### src/rtl/pet2001_prg_loader.sv
// -----------------------------------------------------------------------------
// pet2001_prg_loader
//
// Streams a Commodore PRG file into PET RAM through the hardware DMA port.
// A PRG file is a two-byte little-endian load address followed by the program
// body. Every body byte is written to consecutive RAM addresses. After a clean
// download, the BASIC end pointers (VARTAB, ARYTAB, STREND) in zero page are
// patched to point one past the last loaded byte. This lets BASIC see the
// program as if it had been LOADed.
//
// Parameters
//   PTR_BASE    zero-page address of VARTAB; ARYTAB/STREND sit at +2/+4
//   PATCH_PTRS  non-zero enables the six-cycle pointer patch phase
//
// Ports
//   clk        system clock, rising-edge active
//   reset_n    asynchronous active-low reset
//   dl_active  high while a file download is in progress
//   in_valid   in_data holds a file byte
//   in_data    file byte, in file order
//   in_ready   loader accepts a byte this cycle
//   dma_addr   RAM write address
//   dma_din    RAM write data
//   dma_we     single-cycle write strobe
//   busy       download/patch in progress
//   done       one-cycle pulse on successful completion
//   error      sticky error flag, cleared when the next download starts
// -----------------------------------------------------------------------------
module pet2001_prg_loader #(
  parameter logic [7:0] PTR_BASE   = 8'h2A,
  parameter int         PATCH_PTRS = 1
) (
  input  logic        clk,
  input  logic        reset_n,
  input  logic        dl_active,
  input  logic        in_valid,
  input  logic [7:0]  in_data,
  output logic        in_ready,
  output logic [15:0] dma_addr,
  output logic [7:0]  dma_din,
  output logic        dma_we,
  output logic        busy,
  output logic        done,
  output logic        error
);

  typedef enum logic [2:0] {
    S_IDLE,
    S_HDR_LO,
    S_HDR_HI,
    S_DATA,
    S_PTR,
    S_DONE
  } state_t;

  state_t      r_state;
  logic        r_dl_prev;
  logic [15:0] r_load_addr;
  logic [16:0] r_cur_addr;
  logic [2:0]  r_ptr_idx;
  logic [15:0] r_dma_addr;
  logic [7:0]  r_dma_din;
  logic        r_dma_we;
  logic        r_done;
  logic        r_error;

  logic        w_rise;
  logic        w_fall;
  logic        w_accept;
  logic        w_in_ram;
  logic        w_data_err;
  logic        w_patch_en;
  logic [15:0] w_end_addr;
  logic [7:0]  w_ptr_lo;

  // The edge detector compares the live dl_active with its value one clock
  // earlier. A start or stop is therefore acted on at the first clock edge
  // that sees the new level.
  assign w_rise = dl_active & ~r_dl_prev;
  assign w_fall = ~dl_active & r_dl_prev;

  // The loader only takes bytes while it is parsing the header or the body.
  assign in_ready = (r_state == S_HDR_LO) || (r_state == S_HDR_HI) || (r_state == S_DATA);
  assign busy     = (r_state != S_IDLE) && (r_state != S_DONE);
  assign w_accept = in_valid & in_ready;

  // The upper 32K is ROM/IO space, so only addresses below 0x8000 may be
  // written. The cur_addr register is 17 bits wide, so the address can
  // never wrap back into RAM.
  assign w_in_ram   = ~r_cur_addr[16] & ~r_cur_addr[15];
  assign w_data_err = w_accept & ~w_in_ram;
  assign w_patch_en = (PATCH_PTRS != 0);
  assign w_end_addr = r_cur_addr[15:0];
  assign w_ptr_lo   = PTR_BASE + {5'b00000, r_ptr_idx};

  assign dma_addr = r_dma_addr;
  assign dma_din  = r_dma_din;
  assign dma_we   = r_dma_we;
  assign done     = r_done;
  assign error    = r_error;

  // Main loader FSM. The write strobe and done are pulses that default low
  // every cycle. A dl_active rise outranks everything else, so a new
  // download always starts cleanly. A fall that coincides with an accepted
  // byte lets that byte be processed first, and the state moves on afterwards.
  always_ff @(posedge clk or negedge reset_n) begin
    if (!reset_n) begin
      r_state     <= S_IDLE;
      r_dl_prev   <= 1'b0;
      r_load_addr <= 16'h0000;
      r_cur_addr  <= 17'h00000;
      r_ptr_idx   <= 3'd0;
      r_dma_addr  <= 16'h0000;
      r_dma_din   <= 8'h00;
      r_dma_we    <= 1'b0;
      r_done      <= 1'b0;
      r_error     <= 1'b0;
    end else begin
      r_dl_prev <= dl_active;
      r_dma_we  <= 1'b0;
      r_done    <= 1'b0;

      if (w_rise) begin
        r_state    <= S_HDR_LO;
        r_error    <= 1'b0;
        r_cur_addr <= 17'h00000;
        r_ptr_idx  <= 3'd0;
      end else begin
        case (r_state)
          S_IDLE: begin
            r_state <= S_IDLE;
          end

          S_HDR_LO: begin
            if (w_accept) begin
              r_load_addr[7:0] <= in_data;
            end
            if (w_fall) begin
              r_error <= 1'b1;
              r_state <= S_DONE;
            end else if (w_accept) begin
              r_state <= S_HDR_HI;
            end
          end

          S_HDR_HI: begin
            if (w_accept) begin
              r_load_addr[15:8] <= in_data;
              r_cur_addr        <= {1'b0, in_data, r_load_addr[7:0]};
              r_ptr_idx         <= 3'd0;
              // A header that completes on the stop edge is a zero-length file.
              if (w_fall) begin
                r_state <= (w_patch_en && !r_error) ? S_PTR : S_DONE;
              end else begin
                r_state <= S_DATA;
              end
            end else if (w_fall) begin
              r_error <= 1'b1;
              r_state <= S_DONE;
            end
          end

          S_DATA: begin
            if (w_accept) begin
              if (w_in_ram) begin
                r_dma_addr <= r_cur_addr[15:0];
                r_dma_din  <= in_data;
                r_dma_we   <= 1'b1;
              end else begin
                r_error <= 1'b1;
              end
              if (!(&r_cur_addr)) begin
                r_cur_addr <= r_cur_addr + 17'd1;
              end
            end
            if (w_fall) begin
              r_ptr_idx <= 3'd0;
              r_state   <= (w_patch_en && !(r_error || w_data_err)) ? S_PTR : S_DONE;
            end
          end

          // Even indices carry the end address low byte and odd indices the
          // high byte. The same value goes to all three pointers.
          S_PTR: begin
            r_dma_addr <= {8'h00, w_ptr_lo};
            r_dma_din  <= r_ptr_idx[0] ? w_end_addr[15:8] : w_end_addr[7:0];
            r_dma_we   <= 1'b1;
            if (r_ptr_idx == 3'd5) begin
              r_state <= S_DONE;
            end else begin
              r_ptr_idx <= r_ptr_idx + 3'd1;
            end
          end

          S_DONE: begin
            r_done  <= ~r_error;
            r_state <= S_IDLE;
          end

          default: begin
            r_state <= S_IDLE;
          end
        endcase
      end
    end
  end

endmodule

### config.mk
export PLATFORM = sky130hd
export DESIGN_NAME = pet2001_prg_loader
export DESIGN_NICKNAME = d
export VERILOG_FILES = /design/src/rtl/pet2001_prg_loader.sv
export SDC_FILE = /design/constraint.sdc
export NUM_CORES = 1
export LEC_CHECK = 0
export CORE_MARGIN = 2
export CORE_UTILIZATION = 55
export DETAILED_ROUTE_END_ITERATION = 8
export PLACE_DENSITY = 0.8
export SLEW_MARGIN = 20
export SYNTH_ARGS = -nofsm -noshare
export SYNTH_HDL_FRONTEND = slang
export SYNTH_SLANG_ARGS = --single-unit
### constraint.sdc
create_clock -name clk -period 5.2 [get_ports clk]
set_input_delay 1.56 -clock clk [delete_from_list [all_inputs] [get_ports clk]]
set_output_delay 1.56 -clock clk [all_outputs]
set_load 0.005 [all_outputs]
Word level (Yosys, flattened, before mapping)
Index checks and enable logic that the tools add are counted.
{ "totals": {"register_bits": 59, "inputBits": 12, "out_inout_bits": 29, "elab_cells": 100} }
{ "op_classes": {"addsub": 3, "n_eq_ne": 19, "muxes": 40, "bitwise_logic": 12, "reduce_logical": 16} }
{ "op_table": {"columns": ["op", "n"], "rows": [
  ["$mux 17", 4],
  ["$mux 3", 12],
  ["$pmux 17 s2", 1],
  ["$mux 16", 2],
  ["$pmux 16 s2", 1],
  ["$ne 3x3->1 const B", 9],
  ["$mux 8", 3],
  ["$reduce_and 4->1", 5],
  ["$add 17x1->17 const B", 1],
  ["$reduce_and 17->1", 1],
  ["$pmux 8 s2", 1],
  ["$mux 1", 12],
  ["$pmux 3 s4", 1],
  ["$eq 3x3->1 const B", 3],
  ["$pmux 3 s3", 1],
  ["$ne 4x4->1 const B", 2],
  ["$reduce_bool 4->1", 2],
  ["$add 6x3->7 const A", 1],
  ["$not 1->1", 7],
  ["$eq 3x2->1 const B", 2],
  ["$reduce_bool 3->1", 2],
  ["$and 1x1->1", 5],
  ["$ne 2x2->1 const B", 2],
  ["$add 3x1->3 const B", 1],
  ["other kinds (7)", 9]
]} }

Longest topological paths before layout
Gate-level depths: netlist (run 1).
{ "logic_depth": {"word_depth": 10, "depth_mapped": 11, "ltp_nobuf": 11} }

Least setup slack after synthesis (run 1)
No wires, ideal clock.
{ "synth_timing": {"path_kind": "input to register", "startpoint": "input port dl_active", "endpoint": "register r_load_addr[0]", "setup_time_ns": 0.125, "arrival_time_ns": 2.662, "t_required_ns": 5.075, "setup_slack_ns": 2.413, "cell_stages": 5, "n_path_buf": 1, "path_cell_list": "ha_1 -> clkbuf_1 -> nor2_1 -> nand2_1 -> mux2_2"} }
{ "synth_via": {"elab_chain_cells": 3} }
{ "synth_rtl": {"columns": ["element", "line", "rtl"], "rows": [
  ["start, declared", "35", "input logic dl_active,"],
  ["$and 1x1->1", "79", "assign w_rise = dl_active & ~r_dl_prev;"],
  ["$not 1->1 (no line)", null, null],
  ["$reduce_and 3->1 (no line)", null, null],
  ["end signal, assigned", "136", "r_load_addr[7:0] <= in_data;"],
  ["end, declared", "58", "logic [15:0] r_load_addr;"]
]} }
No other way between the ends.
A chain may end at the register's enable or synchronous reset.

Worst setup path in the final report (run 1)
{ "layout_timing": {"startpoint": "input port dl_active", "endpoint": "register r_dma_addr[8] (netlist: dma_addr[8])"} }
{ "layout_via": {"elab_chain_cells": 3} }
{ "layout_rtl": {"columns": ["element", "line", "rtl"], "rows": [
  ["$and 1x1->1", "79", null],
  ["$not 1->1 (no line)", null, null],
  ["$reduce_and 4->1 (no line)", null, null],
  ["end signal, assigned", "166", "r_dma_addr <= r_cur_addr[15:0];"],
  ["end signal, assigned", "185", "r_dma_addr <= {8'h00, w_ptr_lo};"],
  ["end, declared", "61", "logic [15:0] r_dma_addr;"]
]} }
No other way between the ends.

==> results.yml, run 1 <==
cts:
  cts_resized: 0
  cts_buffers: 9
  cts_sinks: 59
  postCtsSetupBuffers: 0
  clk_pin_slew_ns: 0.06
  cts_hold_buf: 0
  clock-root-buffer: "clkbuf_8"
  cts.htree.levels: 3
  clk_path_buf_depth: 2
  cts_tree: "built"
  clk_latency_ns: 0.34
synthesis:
  synthTopCellsByCount: "dfrtp_1 (59), nand2_1 (54), nor2_1 (35)"
  ys_seq_elements: 59
  ys_async_sr_fraction_pct: 100
  yosys.area.top_type: "dfrtp_1"
  yosys-top-cells-area: "dfrtp_1 (47%), nand2_1 (6.4%), a21oi_1 (4.4%), nor2_1 (4.2%), o21ai_0 (3.5%)"
  seq_area_frac_synth_pct: 46.8
  synth.cell_area_um2: 3150
  ys.flop_type: "dfrtp_1"
  synthCells: 360
  yosysWarnings: 0
  synth_top_cell_area_share_pct: 46.8
  syn_nets: 379
  syn_avg_cell_area_um2: 8.76
  ys_types: 51
  synth_edf_count: 0
  synth_most_common_cell: "dfrtp_1"
detailed_routing:
  first_iter_violations: 280
  totalWireLength_um: 7810
  via_per_inst: 6.18
  drc_errors: 0
  vias: 2897
  wl_per_cell_um: 16.7
  drtAntennaViolNets: 0
  drtPass1Iterations: 5
layout:
  nets: 411
  antenna_cells: 0
  drive_above_1_share_pct: 9.07
  final_area_um2: 3770
  area_delta_synth_final_pct: 19.6
  final-instance-count-excl-fill: 469
worst_setup_path:
  worstRegToRegCells: 10
  cpMaxStageDelayCell: "a21o_1"
  critPathRequiredTime_ns: 5.42
  cpPeakStageDelay_ns: 0.79
  critPathCaptureType: "flip-flop"
  path_max_fanout: 33
  crit_family: "buffers and inverters"
  arrival_ns: 4.00
  worstPathCellList: "clkdlybuf4s50_1 > ha_1 > a21o_1 > clkinv_2 > nand3_1 > nand2_1"
  cp-start-kind: "primary input"
  cp_num_buf_inv: 2
  cp.depth: 6
  path_class: "primary input to flip-flop"
pwr:
  ir_drop_mv: 0.269
  p_leak_nw: 1.62
  total_power_mw: 2.03
  p_per_area_nw_per_um2: 539
placed_design:
  routabilityCongestion: 0.866
  post-dp-hpwl_um: 5200
  portBuffers: 40
  placed_area_um2: 3560
  post-place-cells: 453
timing:
  timing.setup.tns_ns: 0
  finClkSkew_ns: 0.00830
  period_share_pct: 72.7
  setup_violations: 0
  fmax_mhz: 265
  tightestPinTransition_ns: 1.07
  rsz0062_at_grt: "false"
  slew_headroom_pct: 28.4
  finalCriticalPeriod_ns: 3.78
  hold_viol: 0
  final-max-slew-violation-count: 0
floorplanning:
  row_count: 27
  io_pins: 41
  dieArea_um2: 6360
  start_util_pct: 57.3
  core-area_um2: 5510
  die_w_um: 79.7
  die_h_um: 79.7
global_routing:
  grt_max_degree: 41
  grt_overflow: 0
  grt_pass1_vias: 2688
  grt_pass1_wl_um: 13000
  gr-usage-all-layers_pct: 26.9
  antenna_found_initial: 0
hold_path:
  hold_path_class: "flip-flop to flip-flop"
  hold_depth: 2
job:
  drv_cap: 0
run_status:
  status: "completed"
==> final timing paths <==
kind	start	to	slack (ns)
setup / recovery	dl_active	dma_addr[8]	1.42
hold / removal	dma_addr[7]	dma_addr[7]	0.48
setup reg to reg	r_cur_addr[0]	r_cur_addr[7]	2.22
hold reg to reg	dma_addr[7]	dma_addr[7]	0.48
max in group asynchronous	reset_n	r_cur_addr[11]	3.17
min in group asynchronous	reset_n	dma_addr[15]	1.17
==> cell type report <==
| type | count | area (um2) |
|---|---|---|
| Inverter | 15 | 57.6 |
| Multi-Input combinational cell | 264 | 1520 |
| Clock buffer | 10 | 128 |
| Sequential cell | 59 | 1480 |
| Clock inverter | 6 | 80.1 |
| Tap cell | 72 | 90.1 |
| Timing Repair Buffer | 43 | 418 |
| Fill cell | 447 | 1740 |
==> where the power goes <==
group | leakage [nW] | internal [mW] | total, mW | switching, mW
Sequential | 0.773 | 0.631 | 0.830 | 0.199
Combinational | 0.736 | 0.387 | 0.754 | 0.367
Clock | 0.110 | 0.266 | 0.451 | 0.184
==> per-layer routing <==
layer | share of wire [%] | routed length, um | GRT usage [%] | vias to the layer above
met5 | 0 | 0 | 0 | -
met4 | 2.8 | 222 | 12.4 | 0
met3 | 6.8 | 533 | 5.43 | 24
met2 | 46 | 3620 | 41.5 | 150
met1 | 44 | 3440 | 36.5 | 1375
li1 | - | - | - | 1348
==> logic make-up (layout without fill, tap and decap cells) <==
| kind of cell | after synthesis | after routing | synth area share [%] |
|---|---|---|---|
| simple gates | 144 | 144 | 21.1 |
| compound gates | 93 | 93 | 17.7 |
| mux | 18 | 18 | 6.07 |
| fa+ha+maj | 8 | 8 | 3.09 |
| buf+inv | 37 | 74 | 4.96 |
| xor+xnor | 1 | 1 | 0.278 |
| flops | 59 | 59 | 46.8 |
==> tightest hold or removal path, delay by kind of cell (launching register included) <==
family	cells	cell delay [ns]
flip-flops	1	0.35
AND/OR/NAND/NOR	2	0.10
==> flip-flops by register name, summed over array words and instances (netlist names) <==
name	count
dma_din	8
dma_we	1
r_state	3
done	1
r_dl_prev	1
r_ptr_idx	3
dma_addr	16
error	1
r_cur_addr	17
r_load_addr	8
==> layout by cell type, fill, tap and decap left out, types with 7 or more instances in the layout <==
cell type and instances:
dfrtp_1 59, nand2_1 54, clkdlybuf4s50_1 39, nor2_1 35
a21oi_1 28, o21ai_0 22, nand3_1 19, inv_1 14
o21ai_1 10, mux2i_1 9, mux2_2 9, clkbuf_8 9
nor3_1 7, ha_1 7
==> stage by stage <==
stage / hold WS, ns / utilization (%) / setup slack (ns)
CTS: 0.479 / 68.5 / 1.38
detailed placement: 0.460 / 64.7 / 1.04
global placement: 0.452 / 64.7 / 1.15
global route: 0.490 / 68.5 / 1.16
finish: 0.477 / 68.5 / 1.42
floorplan: 0.463 / - / 2.41
(Power assumes the default switching activity.)
==> run 2, diff against run 1 <==
==> constraint.sdc (replaced) <==
create_clock -name clk -period 3.6 [get_ports clk]
set_input_delay 1.08 -clock clk [delete_from_list [all_inputs] [get_ports clk]]
set_output_delay 1.08 -clock clk [all_outputs]
set_load 0.005 [all_outputs]
==> run 2 against run 1 <==
Against the previous run: setup slack worse by 0.73 ns; power up 46%; highest routed layer unchanged; critical endpoint is now r_cur_addr[10]; combinational power up 47%.
==> results.yml, run 2 (same netlist as run 1, synthesis figures left out) <==
run_status:
  status: "completed"
detailed_routing:
  vias: 2872
  via_per_inst: 6.10
  drtAntennaViolNets: 0
  drc_errors: 0
  wl_per_cell_um: 16.2
  first_iter_violations: 267
  totalWireLength_um: 7640
  drtPass1Iterations: 5
cts:
  cts_buffers: 9
  postCtsSetupBuffers: 0
  cts_hold_buf: 0
  clock-root-buffer: "clkbuf_8"
  clk_path_buf_depth: 2
  cts_resized: 0
  cts.htree.levels: 3
  cts_sinks: 59
  clk_pin_slew_ns: 0.07
  cts_tree: "built"
  clk_latency_ns: 0.34
timing:
  tightestPinTransition_ns: 1.06
  finClkSkew_ns: 0.00866
  period_share_pct: 80.8
  setup_violations: 0
  fmax_mhz: 344
  slew_headroom_pct: 29.1
  final-max-slew-violation-count: 0
  finalCriticalPeriod_ns: 2.91
  rsz0062_at_grt: "false"
  fin_hold_ws_ns: 0.470
  hold_viol: 0
  timing.setup.tns_ns: 0
layout:
  largest_reg_flops: 17
  nets: 414
  layout_commonest_cell: "dfrtp_1"
  area_delta_synth_final_pct: 20.5
  drive_above_1_share_pct: 9.77
  final_area_um2: 3800
  antenna_cells: 0
  top_register: "r_cur_addr"
  post-route-util_pct: 69.0
  final_cell_mix: "dfrtp_1 (59), nand2_1 (54), clkdlybuf4s50_1 (39)"
  fillers: 428
worst_setup_path:
  critPathCaptureType: "flip-flop"
  cp-start-kind: "flip-flop"
  arrival_ns: 3.18
  critPathRequiredTime_ns: 3.87
  path_max_fanout: 12
  path_class: "flip-flop to flip-flop"
global_routing:
  antenna_found_initial: 0
  grt_max_degree: 43
  gr-usage-all-layers_pct: 26.2
  grt_pass1_wl_um: 12900
  grt_overflow: 0
  grt_pass1_vias: 2653
pwr:
  ir_drop_mv: 0.418
  pwr-share-clk_pct: 22.6
  p_per_area_nw_per_um2: 779
  total_power_mw: 2.96
  p_switching_mw: 1.08
  p_leak_nw: 1.63
  switching_share_pct: 36.5
  power_frac_seq_pct: 40.1
  power_frac_comb_pct: 37.3
  p_int_mw: 1.88
hold_path:
  hold_path_class: "flip-flop to flip-flop"
floorplanning:
  row_count: 27
  dieArea_um2: 6360
  die_w_um: 79.7
  start_util_pct: 57.3
  io_pins: 41
  die_h_um: 79.7
  core-area_um2: 5510
job:
  drv_cap: 0
placed_design:
  portBuffers: 40
  routabilityCongestion: 0.904
  placed_area_um2: 3590
  post-dp-hpwl_um: 5270
[run 2: worst max-delay path: stages, from the launching register on]
cell	delay (ns)
dfrtp_1	0.46
ha_1	0.28
nand2_1	0.11
nor2_1	0.19
nand3_1	0.15
nor3_1	0.21
ha_1	0.18
nand2_1	0.11
a31oi_1	0.84
o21ai_0	0.20
o21ai_0	0.11
[run 2: final cells by class]
cell class,instances,area (um2),share of cell area [%]
clock buffer,10,138,3.62
tap,72,90.1,2.37
timing repair buffer,46,440,11.6
inverter,15,57.6,1.51
sequential,59,1480,38.8
multi-input combinational,264,1520,40.0
clock inverter,5,77.6,2.04
[run 2: final timing paths]
path	start	slack [ns]	depth (start not counted)	end
worst min register to register	dma_addr[9]	0.47	2	dma_addr[9]
max in group asynchronous	reset_n	2.08	2	r_cur_addr[2]
worst max-delay path	r_cur_addr[0]	0.69	10	r_cur_addr[10]
worst max register to register	r_cur_addr[0]	0.69	10	r_cur_addr[10]
min in group asynchronous	reset_n	0.65	1	dma_we
worst min-delay path	dma_addr[9]	0.47	2	dma_addr[9]
[run 2: through the flow]
stage	std cells	worst slack, ns
finish	471	0.692
global route	471	0.427
CTS	471	0.692
detailed placement	456	0.496
global placement	456	0.554
floorplan	360	1.29
[run 2: metal layers]
layer	up-vias	track usage, %	routed length (um)
met5	-	0	0
met4	0	10.0	131
met3	13	4.19	433
met2	115	41.3	3640
met1	1396	36.4	3430
li1	1348	-	-
[run 2: power groups by stage]
stage               clock, mW  combinational, mW  sequential [mW]
floorplan                   0              0.724             1.08
global placement            0               1.07             1.18
detailed placement          0               1.10             1.19
CTS                     0.667               1.11             1.18
global route            0.700               1.23             1.22
finish                  0.668               1.11             1.19
==> run 3, diff against run 2 <==
--- a/config.mk
+++ b/config.mk
@@ -6,9 +6,9 @@
 export NUM_CORES = 1
 export LEC_CHECK = 0
 export CORE_MARGIN = 2
-export CORE_UTILIZATION = 55
+export CORE_UTILIZATION = 50
 export DETAILED_ROUTE_END_ITERATION = 8
-export PLACE_DENSITY = 0.8
+export PLACE_DENSITY = 0.76
 export SLEW_MARGIN = 20
 export SYNTH_ARGS = -nofsm -noshare
 export SYNTH_HDL_FRONTEND = slang
==> constraint.sdc (replaced) <==
create_clock -name clk -period 2.5 [get_ports clk]
set_input_delay 0.75 -clock clk [delete_from_list [all_inputs] [get_ports clk]]
set_output_delay 0.75 -clock clk [all_outputs]
set_load 0.005 [all_outputs]
==> run 3 against run 2 <==
Against the previous run: clock power grew 28%; hold slack worse by 0.080 ns; clock skew rose by 0.0039 ns; utilization fell by 2.9 points; sequential cell count stayed put; register-to-register slack got worse by 0.42 ns; combinational power grew 62%; power rose by 44%; cell count is 5.1% higher; via count is 0.14% lower; die area rose by 9.5%; critical path depth decreased by 6; critical path type is now flip-flop to output pin; largest power group is now combinational logic.
==> results.yml, run 3 (same netlist as run 1, synthesis figures left out) <==
layout:
  area_delta_synth_final_pct: 26.3
  nets: 434
  top_register: "r_cur_addr"
  layout_commonest_cell: "dfrtp_1"
  fillers: 493
  final-instance-count-excl-fill: 495
  antenna_cells: 0
  final_area_um2: 3980
  largest_reg_flops: 17
  final_cell_mix: "dfrtp_1 (57), nand2_1 (54), clkdlybuf4s50_1 (39)"
  drive_above_1_share_pct: 15.7
floorplanning:
  core-area_um2: 6030
  io_pins: 41
  row_count: 28
  die_h_um: 83.4
  dieArea_um2: 6960
  start_util_pct: 52.3
  die_w_um: 83.4
global_routing:
  gr-usage-all-layers_pct: 23.4
  grt_pass1_wl_um: 13100
  grt_overflow: 0
  grt_pass1_vias: 2776
  grt_max_degree: 60
  antenna_found_initial: 0
placed_design:
  post-dp-hpwl_um: 5410
  routabilityCongestion: 0.920
  post-place-cells: 479
  portBuffers: 40
  placed_area_um2: 3780
  dp_slack_ns: -0.0200
detailed_routing:
  totalWireLength_um: 7600
  via_per_inst: 5.79
  vias: 2868
  first_iter_violations: 253
  drtAntennaViolNets: 0
  wl_per_cell_um: 15.3
  drc_errors: 0
  drtPass1Iterations: 5
pwr:
  p_per_area_nw_per_um2: 1070
  ir_drop_mv: 0.630
  p_leak_nw: 1.73
cts:
  cts_tree: "built"
  cts.htree.levels: 3
  clock-root-buffer: "clkbuf_8"
  cts_resized: 0
  cts_hold_buf: 0
  clk_path_buf_depth: 2
  cts_buffers: 9
  postCtsSetupBuffers: 0
  clk_pin_slew_ns: 0.07
  cts_sinks: 59
  clk_latency_ns: 0.35
worst_setup_path:
  arrival_ns: 1.65
  cp-start-kind: "flip-flop"
  critPathRequiredTime_ns: 1.75
  path_max_fanout: 7
  critPathCaptureType: "output pin"
  path_class: "flip-flop to output pin"
timing:
  tightestPinTransition_ns: 0.462
  rsz0062_at_grt: "false"
  period_share_pct: 95.9
  hold_viol: 0
  fmax_mhz: 417
  fin_ws_ns: 0.102
  timing.setup.tns_ns: 0
  final-max-slew-violation-count: 0
  finClkSkew_ns: 0.0126
  finalCriticalPeriod_ns: 2.40
  slew_headroom_pct: 68.9
  setup_violations: 0
  fin_hold_ws_ns: 0.390
hold_path:
  hold_path_class: "primary input to asynchronous set/reset pin"
run_status:
  status: "completed"
job:
  drv_cap: 0
==> run 3: stage by stage <==
step / util, % / total power [mW]
finish: 66.1 / 4.27
global route: 66.1 / 4.58
CTS: 65.9 / 4.28
detailed placement: 62.7 / 3.43
global placement: 62.7 / 3.37
floorplan: - / 2.60
==> run 3: final cells by class <==
type / instances / area, um2 / area share [%]
Multi-Input combinational cell: 264 / 1530 / 38.5
Tap cell: 75 / 93.8 / 2.36
Clock buffer: 9 / 124 / 3.11
Sequential cell: 59 / 1480 / 37.1
Inverter: 15 / 57.6 / 1.45
Clock inverter: 7 / 68.8 / 1.73
Timing Repair Buffer: 66 / 628 / 15.8
==> run 3: critical path, cell delays in order (launching register included) <==
cell and delay [ns]:
dfrtp_1 0.47, inv_2 0.13, nor2_1 0.06, o21bai_1 0.13, clkdlybuf4s50_1 0.52
==> run 3: worst paths after layout <==
path                                        to          start  slack [ns]  cells after the start
min in group clk                   dma_addr[8]    dma_addr[8]        0.48                      2
worst max register to register  r_cur_addr[10]  r_cur_addr[1]        0.27                     12
worst max-delay path                      busy     r_state[0]        0.10                      4
worst min register to register     dma_addr[8]    dma_addr[8]        0.48                      2
max in group asynchronous        r_cur_addr[1]        reset_n        1.84                      2
worst min-delay path               dma_addr[5]        reset_n        0.39                      2
==> run 3: power by group <==
part / internal [mW] / switching, mW / total (mW)
Clock: 0.455 / 0.397 / 0.852
Sequential: 1.32 / 0.307 / 1.62
Combinational: 0.923 / 0.876 / 1.80
==> run 3: layer usage <==
metal  part of all wire (%)  vias up  global-route usage [%]  wire length, um
li1                       -     1386                       -                -
met3                    6.4       15                    3.38              486
met4                    2.3        0                    12.2              177
met5                      0        -                       0                0
met1                     46     1347                    33.1             3470
met2                     46      120                    34.9             3460
